$ cat config.mk
export PLATFORM = sky130hd
export DESIGN_NAME = maze_solve
export DESIGN_NICKNAME = d
export VERILOG_FILES = /design/src/rtl/maze_pkg.sv /design/src/rtl/maze_solve.sv
export SDC_FILE = /design/constraint.sdc
export NUM_CORES = 1
export LEC_CHECK = 0
export BUFFER_PORTS_ARGS = -buffer_cell sky130_fd_sc_hd__buf_2
export CORE_AREA = 2 2 48 50
export CTS_CLUSTER_DIAMETER = 80
export DETAILED_ROUTE_END_ITERATION = 10
export DIE_AREA = 0 0 50 52
export GPL_ROUTABILITY_DRIVEN = 0
export HOLD_SLACK_MARGIN = 0.05
export MAX_ROUTING_LAYER = met4
export PLACE_DENSITY_LB_ADDON = 0.05
export SLEW_MARGIN = 5
export SYNTH_ARGS = -nofsm -noshare
export SYNTH_HDL_FRONTEND = slang
export SYNTH_SLANG_ARGS = --single-unit
$ cat constraint.sdc
create_clock -name clk -period 2.5 [get_ports clk]
set_input_delay 0.625 -clock clk [delete_from_list [all_inputs] [get_ports clk]]
set_output_delay 0.625 -clock clk [all_outputs]
set_load 0.01 [all_outputs]
$ cat src/rtl/maze_pkg.sv
// Shared types and heading lookup helpers for the maze wall-follower.
package maze_pkg;

  typedef enum logic [1:0] {
    N = 2'd0,
    E = 2'd1,
    S = 2'd2,
    W = 2'd3
  } dir_t;

  typedef enum logic [2:0] {
    IDLE    = 3'd0,
    MOVE    = 3'd1,
    WAIT_MV = 3'd2,
    SETTLE  = 3'd3,
    DECIDE  = 3'd4,
    HDNG    = 3'd5,
    WAIT_HD = 3'd6,
    DONE    = 3'd7
  } state_t;

  localparam logic [11:0] HDNG_N = 12'h000;
  localparam logic [11:0] HDNG_W = 12'h3FF;
  localparam logic [11:0] HDNG_S = 12'h7FF;
  localparam logic [11:0] HDNG_E = 12'hC00;

  // Quarter turn counter-clockwise: N->W->S->E->N
  function automatic dir_t turn_lft(input dir_t d);
    case (d)
      N:       return W;
      W:       return S;
      S:       return E;
      default: return N;
    endcase
  endfunction

  // Quarter turn clockwise: N->E->S->W->N
  function automatic dir_t turn_rght(input dir_t d);
    case (d)
      N:       return E;
      E:       return S;
      S:       return W;
      default: return N;
    endcase
  endfunction

  // About-face: N<->S, E<->W
  function automatic dir_t turn_rev(input dir_t d);
    case (d)
      N:       return S;
      S:       return N;
      E:       return W;
      default: return E;
    endcase
  endfunction

  // Pure table lookup so the 3FF/C00 wrap points never need arithmetic
  function automatic logic [11:0] dir2hdng(input dir_t d);
    case (d)
      N:       return HDNG_N;
      E:       return HDNG_E;
      S:       return HDNG_S;
      default: return HDNG_W;
    endcase
  endfunction

endpackage

$ cat src/rtl/maze_solve.sv
// Wall-follower maze solver: issues forward moves and heading changes to
// the navigate unit, choosing each new heading from the side IR openings.
module maze_solve
  import maze_pkg::*;
#(
  parameter int FAST_SIM   = 1,
  parameter int SETTLE_CYC = 2048
) (
  input  logic        clk,
  input  logic        rst,
  input  logic        cmd_md,
  input  logic        cmd0,
  input  logic        lft_opn,
  input  logic        rght_opn,
  input  logic        mv_cmplt,
  input  logic        sol_cmplt,
  output logic        strt_hdng,
  output logic        strt_mv,
  output logic        stp_lft,
  output logic        stp_rght,
  output logic [11:0] dsrd_hdng,
  output logic        solved
);

  // Settle period is shortened for simulation so IR sampling is quick
  localparam int SC = (FAST_SIM != 0) ? 4 : SETTLE_CYC;
  localparam int CW = (SC > 2) ? $clog2(SC) : 1;
  localparam logic [CW-1:0] CNT_LAST = CW'(SC - 1);

  state_t        state;
  state_t        nxt;
  dir_t          dir;
  dir_t          dir_new;
  logic          aff;
  logic [CW-1:0] cnt;
  logic          aff_opn;
  logic          opp_opn;

  // Next state and candidate heading; abort via cmd_md overrides everything
  always_comb begin
    nxt     = state;
    dir_new = dir;
    aff_opn = aff ? lft_opn  : rght_opn;
    opp_opn = aff ? rght_opn : lft_opn;
    if (aff_opn)
      dir_new = aff ? turn_lft(dir) : turn_rght(dir);
    else if (opp_opn)
      dir_new = aff ? turn_rght(dir) : turn_lft(dir);
    else
      dir_new = turn_rev(dir);
    case (state)
      IDLE:    if (!cmd_md) nxt = MOVE;
      MOVE:    nxt = WAIT_MV;
      WAIT_MV: if (mv_cmplt) nxt = SETTLE;
      SETTLE:  if (cnt == CNT_LAST) nxt = DECIDE;
      DECIDE:  nxt = sol_cmplt ? DONE : HDNG;
      HDNG:    nxt = WAIT_HD;
      WAIT_HD: if (mv_cmplt) nxt = MOVE;
      DONE:    nxt = DONE;
      default: nxt = IDLE;
    endcase
    if ((state != IDLE) && cmd_md)
      nxt = IDLE;
  end

  // State register
  always_ff @(posedge clk or posedge rst) begin
    if (rst)
      state <= IDLE;
    else
      state <= nxt;
  end

  // Registered command outputs, heading, affinity and settle counter
  always_ff @(posedge clk or posedge rst) begin
    if (rst) begin
      strt_mv   <= 1'b0;
      strt_hdng <= 1'b0;
      stp_lft   <= 1'b0;
      stp_rght  <= 1'b0;
      solved    <= 1'b0;
      aff       <= 1'b0;
      dir       <= N;
      dsrd_hdng <= HDNG_N;
      cnt       <= '0;
    end else begin
      // Pulses fire only when the state actually advances (not on abort)
      strt_mv   <= (state == MOVE) && (nxt == WAIT_MV);
      strt_hdng <= (state == HDNG) && (nxt == WAIT_HD);
      solved    <= (nxt == DONE);
      if (state == IDLE) begin
        if (!cmd_md) begin
          aff      <= cmd0;
          stp_lft  <= cmd0;
          stp_rght <= ~cmd0;
        end else begin
          stp_lft  <= 1'b0;
          stp_rght <= 1'b0;
        end
      end
      if ((state == WAIT_MV) && (nxt == SETTLE))
        cnt <= '0;
      else if (state == SETTLE)
        cnt <= cnt + 1'b1;
      // Heading only moves on the DECIDE->HDNG edge, so it is stable in WAIT_HD
      if ((state == DECIDE) && (nxt == HDNG)) begin
        dir       <= dir_new;
        dsrd_hdng <= dir2hdng(dir_new);
      end
    end
  end

endmodule

==> results of run 1 <==
[cell families after synthesis]
| logic type | count (synthesis) | synth area share, % |
|---|---|---|
| compound gates | 23 | 16.7 |
| simple gates | 35 | 19.0 |
| buf+inv | 18 | 11.5 |
| fa+ha+maj | 8 | 9.93 |
| flops | 16 | 39.7 |
| mux | 3 | 3.10 |
[power groups by stage]
stage	sequential (mW)	clock (mW)	combinational, mW
after floorplan	0.330	0	0.174
after global placement	0.336	0	0.197
after detailed placement	0.338	0	0.201
after CTS	0.332	0.140	0.202
after global routing	0.340	0.150	0.228
final	0.331	0.133	0.199
[synthesized netlist by cell type (2+ instances only)]
library cell	instances	area [sq um]
nor2_1	6	22.5
nor2b_1	6	37.5
o31ai_1	2	15.0
nor3_1	3	15.0
nor4_1	2	12.5
a211oi_1	2	15.0
mux2i_1	2	20.0
buf_6	2	22.5
inv_1	5	18.8
clkbuf_1	2	7.51
a21o_1	2	15.0
nand2b_1	3	18.8
dfrtp_1	16	400
ha_1	8	100
nand2_1	8	30.0
o21ai_0	4	20.0
a21oi_1	3	15.0
buf_4	9	67.6
[state kept, by name, indices dropped and copies added (netlist names)]
signal,flops
stp_lft,1
stp_rght,1
dsrd_hdng,3
state,3
strt_hdng,1
strt_mv,1
cnt,2
dir,2
aff,1
solved,1
[per-layer routing]
metal / track usage, % / wire, um / vias to the layer above
li1: - / - / 378
met1: 18.2 / 737 / 348
met2: 25.7 / 829 / 21
met3: 3.74 / 68 / 5
met4: 8.80 / 38 / 0
met5: - / 0 / -
[cell type report]
cell class / instances / share of cell area, %
Clock buffer: 3 / 2.07
Inverter: 5 / 1.72
Multi-Input combinational cell: 69 / 45.2
Sequential cell: 16 / 36.8
Tap cell: 28 / 3.22
Timing Repair Buffer: 24 / 11.0
[worst paths after layout]
| kind | start | endpoint | slack (ps) | cells after the start |
|---|---|---|---|---|
| setup / recovery | dir[0]$_DFFE_PP0P_ | dsrd_hdng[11]$_DFFE_PP0P_ | 550 | 6 |
| hold / removal | rst | dsrd_hdng[9]$_DFFE_PP0P_ | 390 | 2 |
| hold reg to reg | stp_lft$_DFFE_PP0P_ | stp_lft$_DFFE_PP0P_ | 500 | 2 |
| min in group clk | stp_lft$_DFFE_PP0P_ | stp_lft$_DFFE_PP0P_ | 500 | 2 |
| max in group asynchronous | rst | state[2]$_DFF_PP0_ | 1720 | 2 |
| setup reg to reg | dir[0]$_DFFE_PP0P_ | dsrd_hdng[11]$_DFFE_PP0P_ | 550 | 6 |
[through the flow]
stage / worst slack, ps / power, mW / hold slack (ps) / utilization (%) / cell area, sq um
after global placement: 484 / 0.533 / 483 / 50.6 / 1070
after global routing: 395 / 0.718 / 464 / 51.7 / 1090
after CTS: 550 / 0.675 / 410 / 51.7 / 1090
after floorplan: 635 / 0.504 / 470 / - / 1010
after detailed placement: 463 / 0.539 / 483 / 50.6 / 1070
final: 547 / 0.663 / 393 / 51.7 / 1090
[worst reg2reg max path: stages, from the launching register on]
cell	delay (ps)
dfrtp_1	420
ha_1	240
or2_2	290
a211o_1	320
and2_1	150
ha_1	160
mux2_2	250
==> flow_metrics.env, run 1 <==
export IMPL_wl_mm=1.67
export IMPL_grt_pass1_wl_mm=2.98
export IMPL_initial_core_util_pct=47.9
export IMPL_path_common_cell="ha_1"
export IMPL_ctsResizeCount=0
export IMPL_multi_input_area_sq_um=492
export IMPL_seqCellArea_sq_um=400
export IMPL_syn_area_sq_um=1010
export IMPL_die_height_um=52
export IMPL_yosysWarnings=0
export IMPL_layout_drive_gt1_share_pct=27.4
export IMPL_synth_cells=103
export IMPL_ant_nets=0
export IMPL_critical_path_class="flop to flop"
export IMPL_cts_clk_slew_worst_paths_ps=90
export IMPL_cp_cell_sequence="ha_1 > or2_2 > a211o_1 > and2_1 > ha_1 > mux2_2"
export IMPL_gr_total_overflow=0
export IMPL_async_reset_ff_share_pct=100
export IMPL_clockPowerShare_pct=20.1
export IMPL_drv_slew=0
export IMPL_finalHoldViolCount=0
export IMPL_grt_setup_unrepaired="false"
export IMPL_tightestPinTransition_ps=602
export IMPL_cp_top_family="simple AND/OR/NAND/NOR gates"
export IMPL_swShare_pct=32.6
export IMPL_grt_max_degree=17
export IMPL_final_cell_mix="24 x buf_2, 16 x dfrtp_1, 8 x nand2_1, 8 x ha_1"
export IMPL_slowest_delay_ps=420
export IMPL_syn_num_nets=119
export IMPL_cts_root_buffer="clkbuf_4"
export IMPL_maxCapViolCount=0
export IMPL_cts_buffers=3
export IMPL_tns_ps=0
export IMPL_via_per_inst=5.19
export IMPL_coreArea_sq_um=2110
export IMPL_status="completed"
export IMPL_peakVddDrop_v=0.000335
export IMPL_die_area_sq_um=2600
export IMPL_hold_class="primary input to async pin"
export IMPL_initialDrtViolationCount=10
export IMPL_synth_edf_count=0
export IMPL_die_w_um=50
export IMPL_diodes=0
export IMPL_syn2layout_area_growth_pct=7.94
export IMPL_row_count=17
export IMPL_fmax_mhz=512
export IMPL_synth_seq_cells=16
export IMPL_cts_setup_buffers=0
export IMPL_end_kind="flop"
export IMPL_hold_buffers=0
export IMPL_fin_skew_ps=0.763
export IMPL_required_ps=2680
export IMPL_slew_headroom_pct=59.8
export IMPL_layout_cells_non_filler=145
export IMPL_pwr_share_comb_pct=30.0
export IMPL_boundaryPins=25
export IMPL_dp_hpwl_mm=1.32
export IMPL_fin_crit_sh_pct=78.1
export IMPL_clockBufferDepth=2
export IMPL_grtUsageTotal_pct=15.9
export IMPL_drc=0
export IMPL_dr_pass1_iters=4
export IMPL_dp_cells=142
export IMPL_fillers=199
export IMPL_wl_per_cell_um=11.5
export IMPL_seqPwrFrac_pct=49.9
export IMPL_nets=135
export IMPL_critPathSlowestCell="dfrtp_1"
export IMPL_insertion_delay_ps=280
export IMPL_cp_start_kind="flop"
export IMPL_cp_max_fo=4
export IMPL_intPower_mw=0.447
export IMPL_cts_max_level=1
export IMPL_ys_types=36
export IMPL_leakage_nw=0.555
export IMPL_synth_area_per_cell_sq_um=9.79
export IMPL_critPathBufInv=0
export IMPL_cp_arrival_ps=2130
export IMPL_cts_tree="yes"
export IMPL_ys_seq_area_share_pct=39.7
export IMPL_finalCriticalPeriod_ps=1950
export IMPL_setup_viol=0
export IMPL_vias=752
export IMPL_antenna_found_initial=0
export IMPL_synth_flop_cell="dfrtp_1"
export IMPL_grt_pass1_vias=720
export IMPL_cts_sinks=16
export IMPL_p_sw_mw=0.216
export IMPL_power_density_nw_per_um2=609
export IMPL_io_buffers=24
export IMPL_final_common_cell="buf_2"
Power figures use the tool's default switching activity.
==> run 2: changes to the inputs <==
- clock period: 2.5 -> 1.8 ns (I/O delays scaled with it)
==> run 2 against run 1 <==
Net effect: final area is 19% higher; sequential power is 38% higher; non-clock buffer count is 11 higher; count of clock-buffer cells in the layout stayed put; global-route usage is 1.8 points higher; register-to-register slack worse by 530 ps; worst setup slack worse by 530 ps; utilization is 9.9 points higher; critical path depth stayed put.
==> flow_metrics.env, run 2 (synthesis results as in run 1) <==
export IMPL_gr_total_overflow=0
export IMPL_cp_start_kind="flop"
export IMPL_layout_drive_gt1_share_pct=47.7
export IMPL_insertion_delay_ps=270
export IMPL_slowest_delay_ps=460
export IMPL_cp_max_fo=3
export IMPL_worst_slack_ps=18.7
export IMPL_status="completed"
export IMPL_post_place_ws_ps=-51.6
export IMPL_grt_util_met2_pct=28.7
export IMPL_io_buffers=24
export IMPL_power_density_nw_per_um2=804
export IMPL_leakage_nw=0.614
export IMPL_nets=146
export IMPL_ant_nets=0
export IMPL_reg2reg_slack_ps=20
export IMPL_tns_ps=0
export IMPL_vias=803
export IMPL_fmax_mhz=561
export IMPL_boundaryPins=25
export IMPL_top_regs="dsrd_hdng: 3 flops, state: 3 flops"
export IMPL_dp_hpwl_mm=1.51
export IMPL_met1_usage_pct=21.2
export IMPL_r2r_end="dsrd_hdng[11]$_DFFE_PP0P_"
export IMPL_fin_area_sq_um=1300
export IMPL_cp_startpoint="dir[1]$_DFFE_PP0P_"
export IMPL_drc=0
export IMPL_wl_per_cell_um=13.3
export IMPL_via_per_inst=5.15
export IMPL_cts_buffers=3
export IMPL_syn2layout_area_growth_pct=28.5
export IMPL_diodes=0
export IMPL_initialDrtViolationCount=4
export IMPL_grt_pass1_wl_mm=3.33
export IMPL_final_common_cell="buf_2"
export IMPL_reg2regPathDepth=6
export IMPL_critPathSlowestCell="dfrtp_2"
export IMPL_end_kind="flop"
export IMPL_slew_headroom_pct=59.5
export IMPL_met3_usage_pct=4.31
export IMPL_tightestPinTransition_ps=607
export IMPL_dr_pass1_iters=4
export IMPL_final_core_util_pct=61.6
export IMPL_setup_viol=0
export IMPL_peakVddDrop_v=0.000464
export IMPL_reg2reg_from="dir[1]$_DFFE_PP0P_"
export IMPL_cts_max_level=1
export IMPL_wl_mm=2.07
export IMPL_critical_path_class="flop to flop"
export IMPL_cts_root_buffer="clkbuf_4"
export IMPL_cp_cell_sequence="ha_4 > or2_4 > a211o_1 > and2_4 > ha_4 > mux2_4"
export IMPL_fin_crit_sh_pct=99.0
export IMPL_grt_pass1_vias=745
export IMPL_finalCriticalPeriod_ps=1780
export IMPL_cts_sinks=16
export IMPL_final_cell_mix="24 x buf_2, 14 x dfrtp_1, 10 x buf_4"
export IMPL_die_w_um=50
export IMPL_antenna_found_initial=0
export IMPL_grtUsageTotal_pct=17.7
export IMPL_gr_max_usage_layer="met2"
export IMPL_fin_skew_ps=4.26
export IMPL_maxCapViolCount=0
export IMPL_drv_slew=0
export IMPL_grt_max_degree=17
export IMPL_cts_tree="yes"
export IMPL_hold_class="primary input to async pin"
export IMPL_placement_cell_area_sq_um=1140
export IMPL_clockBufferDepth=2
export IMPL_die_height_um=52
export IMPL_cp_arrival_ps=1940
export IMPL_finalHoldViolCount=0
export IMPL_grt_setup_unrepaired="true"
export IMPL_path_common_cell="ha_4"
export IMPL_die_area_sq_um=2600
export IMPL_row_count=17
export IMPL_initial_core_util_pct=47.9
export IMPL_required_ps=1960
export IMPL_cts_clk_slew_worst_paths_ps=90
export IMPL_coreArea_sq_um=2110
run 2: critical path: cells and delay by family, from the launching register on:
| family | cells | cell delay [ps] |
|---|---|---|
| flip-flops | 1 | 460 |
| AND/OR/NAND/NOR | 2 | 360 |
| adder cells (fa/ha/maj) | 2 | 320 |
| AO/OA/AOI/OAI | 1 | 280 |
| multiplexers | 1 | 250 |
run 2: worst max path at each step:
stage	depth (start not counted)	slack (ps)	end
3_3_place_gp	6	-3	dsrd_hdng[11]$_DFFE_PP0P_
4_1_cts	6	-20	dsrd_hdng[11]$_DFFE_PP0P_
2_1_floorplan	6	10	dsrd_hdng[11]$_DFFE_PP0P_
3_5_place_dp	6	-50	dsrd_hdng[11]$_DFFE_PP0P_
6_report	6	20	dsrd_hdng[11]$_DFFE_PP0P_
5_1_grt	7	-30	dsrd_hdng[11]$_DFFE_PP0P_
run 2: final cells by class:
cell class / instances / area [sq um]
clock buffer: 3 / 22.5
timing repair buffer: 35 / 206
sequential: 16 / 403
inverter: 5 / 21.3
tap: 28 / 35.0
multi-input combinational: 69 / 608
fill: 189 / 810
run 2: routing by layer:
metal / wire [um] / vias up
met3: 79 / 2
li1: - / 404
met2: 1030 / 20
met1: 952 / 377
met4: 8 / 0
met5: 0 / -
run 2: what timing repair did:
item / CTS / global route
pin swaps: 4 / 6
resized for setup: 4 / 22
hold buffers: 0 / 0
setup buffers: 0 / 1
endpoints found under the setup margin: 2 / 3
run 2: per-stage QoR:
stage | std cells | total power, mW | hold WS, ps
finish | 156 | 1.04 | 233
global route | 156 | 1.13 | 262
CTS | 155 | 0.969 | 246
detailed placement | 152 | 0.779 | 497
global placement | 152 | 0.768 | 480
floorplan | 103 | 0.700 | 364
run 2: where the power goes:
part	switching, mW	total (mW)	internal, mW
Sequential	0.0443	0.457	0.413
Combinational	0.209	0.409	0.200
Clock	0.0988	0.176	0.0774
Total	0.352	1.04	0.690
==> run 3: changes to the inputs <==
- CELL_PAD_IN_SITES_DETAIL_PLACEMENT: not set -> 1
- CELL_PAD_IN_SITES_GLOBAL_PLACEMENT: not set -> 2
- CORE_AREA: 2 2 48 50 -> 2 2 61 63
- CTS_CLUSTER_DIAMETER: 80 -> not set
- DIE_AREA: 0 0 50 52 -> 0 0 63 65
==> run 3 against run 2 <==
Net effect: critical path type unchanged; power rose by 7.6%; flip-flop and latch count did not move; non-clock buffer count rose by 5; clock power rose by 42%; largest cell class unchanged; routed wire length rose by 19%.
==> flow_metrics.env, run 3 (synthesis results as in run 1) <==
export IMPL_status="completed"
export IMPL_layout_drive_gt1_share_pct=47.8
export IMPL_die_area_sq_um=4100
export IMPL_insertion_delay_ps=290
export IMPL_cts_sinks=16
export IMPL_layout_cells_non_filler=182
export IMPL_die_height_um=65
export IMPL_vias=822
export IMPL_required_ps=1990
export IMPL_reg2regPathDepth=6
export IMPL_r2r_end="dsrd_hdng[11]$_DFFE_PP0P_"
export IMPL_fin_crit_sh_pct=99.6
export IMPL_gr_total_overflow=0
export IMPL_setup_viol=0
export IMPL_hold_class="primary input to async pin"
export IMPL_critical_path_class="flop to flop"
export IMPL_final_cell_mix="24 x buf_2, 16 x dfrtp_1, 16 x buf_4, 7 x nand2_1"
export IMPL_end_kind="flop"
export IMPL_antenna_found_initial=0
export IMPL_reg2reg_slack_ps=7
export IMPL_clockBufferDepth=2
export IMPL_row_count=22
export IMPL_hold_buffers=0
export IMPL_wl_per_cell_um=13.5
export IMPL_drv_slew=0
export IMPL_nets=151
export IMPL_wl_mm=2.46
export IMPL_maxCapViolCount=0
export IMPL_top_regs="dsrd_hdng: 3 flops, state: 3 flops"
export IMPL_drc=0
export IMPL_grt_max_degree=17
export IMPL_final_common_cell="buf_2"
export IMPL_grt_pass1_vias=880
export IMPL_grt_setup_unrepaired="true"
export IMPL_fmax_mhz=558
export IMPL_power_density_nw_per_um2=837
export IMPL_die_w_um=63
export IMPL_dr_pass1_iters=2
export IMPL_cts_max_level=1
export IMPL_cts_buffers=3
export IMPL_dp_hpwl_mm=1.79
export IMPL_boundaryPins=25
export IMPL_coreArea_sq_um=3500
export IMPL_cp_start_kind="flop"
export IMPL_peakVddDrop_v=0.000335
export IMPL_reg2reg_from="dir[1]$_DFFE_PP0P_"
export IMPL_grt_pass1_wl_mm=4.05
export IMPL_dp_cells=175
export IMPL_fin_skew_ps=4.60
export IMPL_cp_arrival_ps=1980
export IMPL_tns_ps=0
export IMPL_initial_core_util_pct=28.8
export IMPL_cts_tree="yes"
export IMPL_cp_max_fo=3
export IMPL_cts_root_buffer="clkbuf_4"
export IMPL_slew_headroom_pct=56.4
export IMPL_tightestPinTransition_ps=653
export IMPL_final_core_util_pct=38.3
export IMPL_via_per_inst=4.52
export IMPL_io_buffers=24
export IMPL_syn2layout_area_growth_pct=32.9
export IMPL_ant_nets=0
export IMPL_finalCriticalPeriod_ps=1790
export IMPL_grtUsageTotal_pct=13.1
export IMPL_finalHoldViolCount=0
export IMPL_leakage_nw=0.645
export IMPL_cts_clk_slew_worst_paths_ps=110
export IMPL_diodes=0
export IMPL_initialDrtViolationCount=27
## run 3: where the power goes
part           internal (mW)  switching, mW
combinational          0.210          0.210
sequential             0.412         0.0385
clock                  0.123          0.127
## run 3: how the worst max path moves through the flow
| stage | start | end | cells after the start |
|---|---|---|---|
| final | dir[1]$_DFFE_PP0P_ | dsrd_hdng[11]$_DFFE_PP0P_ | 6 |
| after global routing | dir[0]$_DFFE_PP0P_ | dsrd_hdng[9]$_DFFE_PP0P_ | 8 |
| after CTS | dir[1]$_DFFE_PP0P_ | dsrd_hdng[11]$_DFFE_PP0P_ | 6 |
| after detailed placement | dir[1]$_DFFE_PP0P_ | dsrd_hdng[11]$_DFFE_PP0P_ | 6 |
| after global placement | dir[0]$_DFFE_PP0P_ | dsrd_hdng[11]$_DFFE_PP0P_ | 6 |
| after floorplan | dir[0]$_DFFE_PP0P_ | dsrd_hdng[11]$_DFFE_PP0P_ | 6 |
## run 3: final cells by class
| cell class | instances | area [sq um] |
|---|---|---|
| fillers | 413 | 2160 |
| multi-input cells | 69 | 584 |
| flip-flops and latches | 16 | 400 |
| repair buffers | 40 | 240 |
| well taps | 48 | 60.1 |
| clock buffers | 4 | 36.3 |
| inverters | 5 | 18.8 |
## run 3: worst max-delay path, cell delays in order, from the launching register on
cell and delay [ps]:
dfrtp_1 430, ha_2 200, or2_4 220, a211o_1 310, and2_4 150, ha_4 140, mux2_4 250
## run 3: per-layer routing
metal | wire, um | GRT usage, %
met1 | 1120 | 15.3
met2 | 1230 | 22.5
met3 | 78 | 2.43
met4 | 37 | 5.00
met5 | 0 | -
## run 3: timing repair
| item | CTS | global route |
|---|---|---|
| resized for setup | 7 | 11 |
| pin swaps | 3 | 3 |
| buffers inserted | 3 | 0 |
| endpoints found under the setup margin | 3 | 3 |
## run 3: per-stage QoR
step           setup slack, ps  hold slack (ps)  power, mW  cell area, sq um
3_3_place_gp             -15.4              478      0.792              1190
6_report                  7.35              226       1.12              1340
4_1_cts                  -1.12              259       1.08              1280
2_1_floorplan             9.61              364      0.700              1010
3_5_place_dp             -42.9              490      0.800              1190
5_1_grt                  -84.8              280       1.21              1340
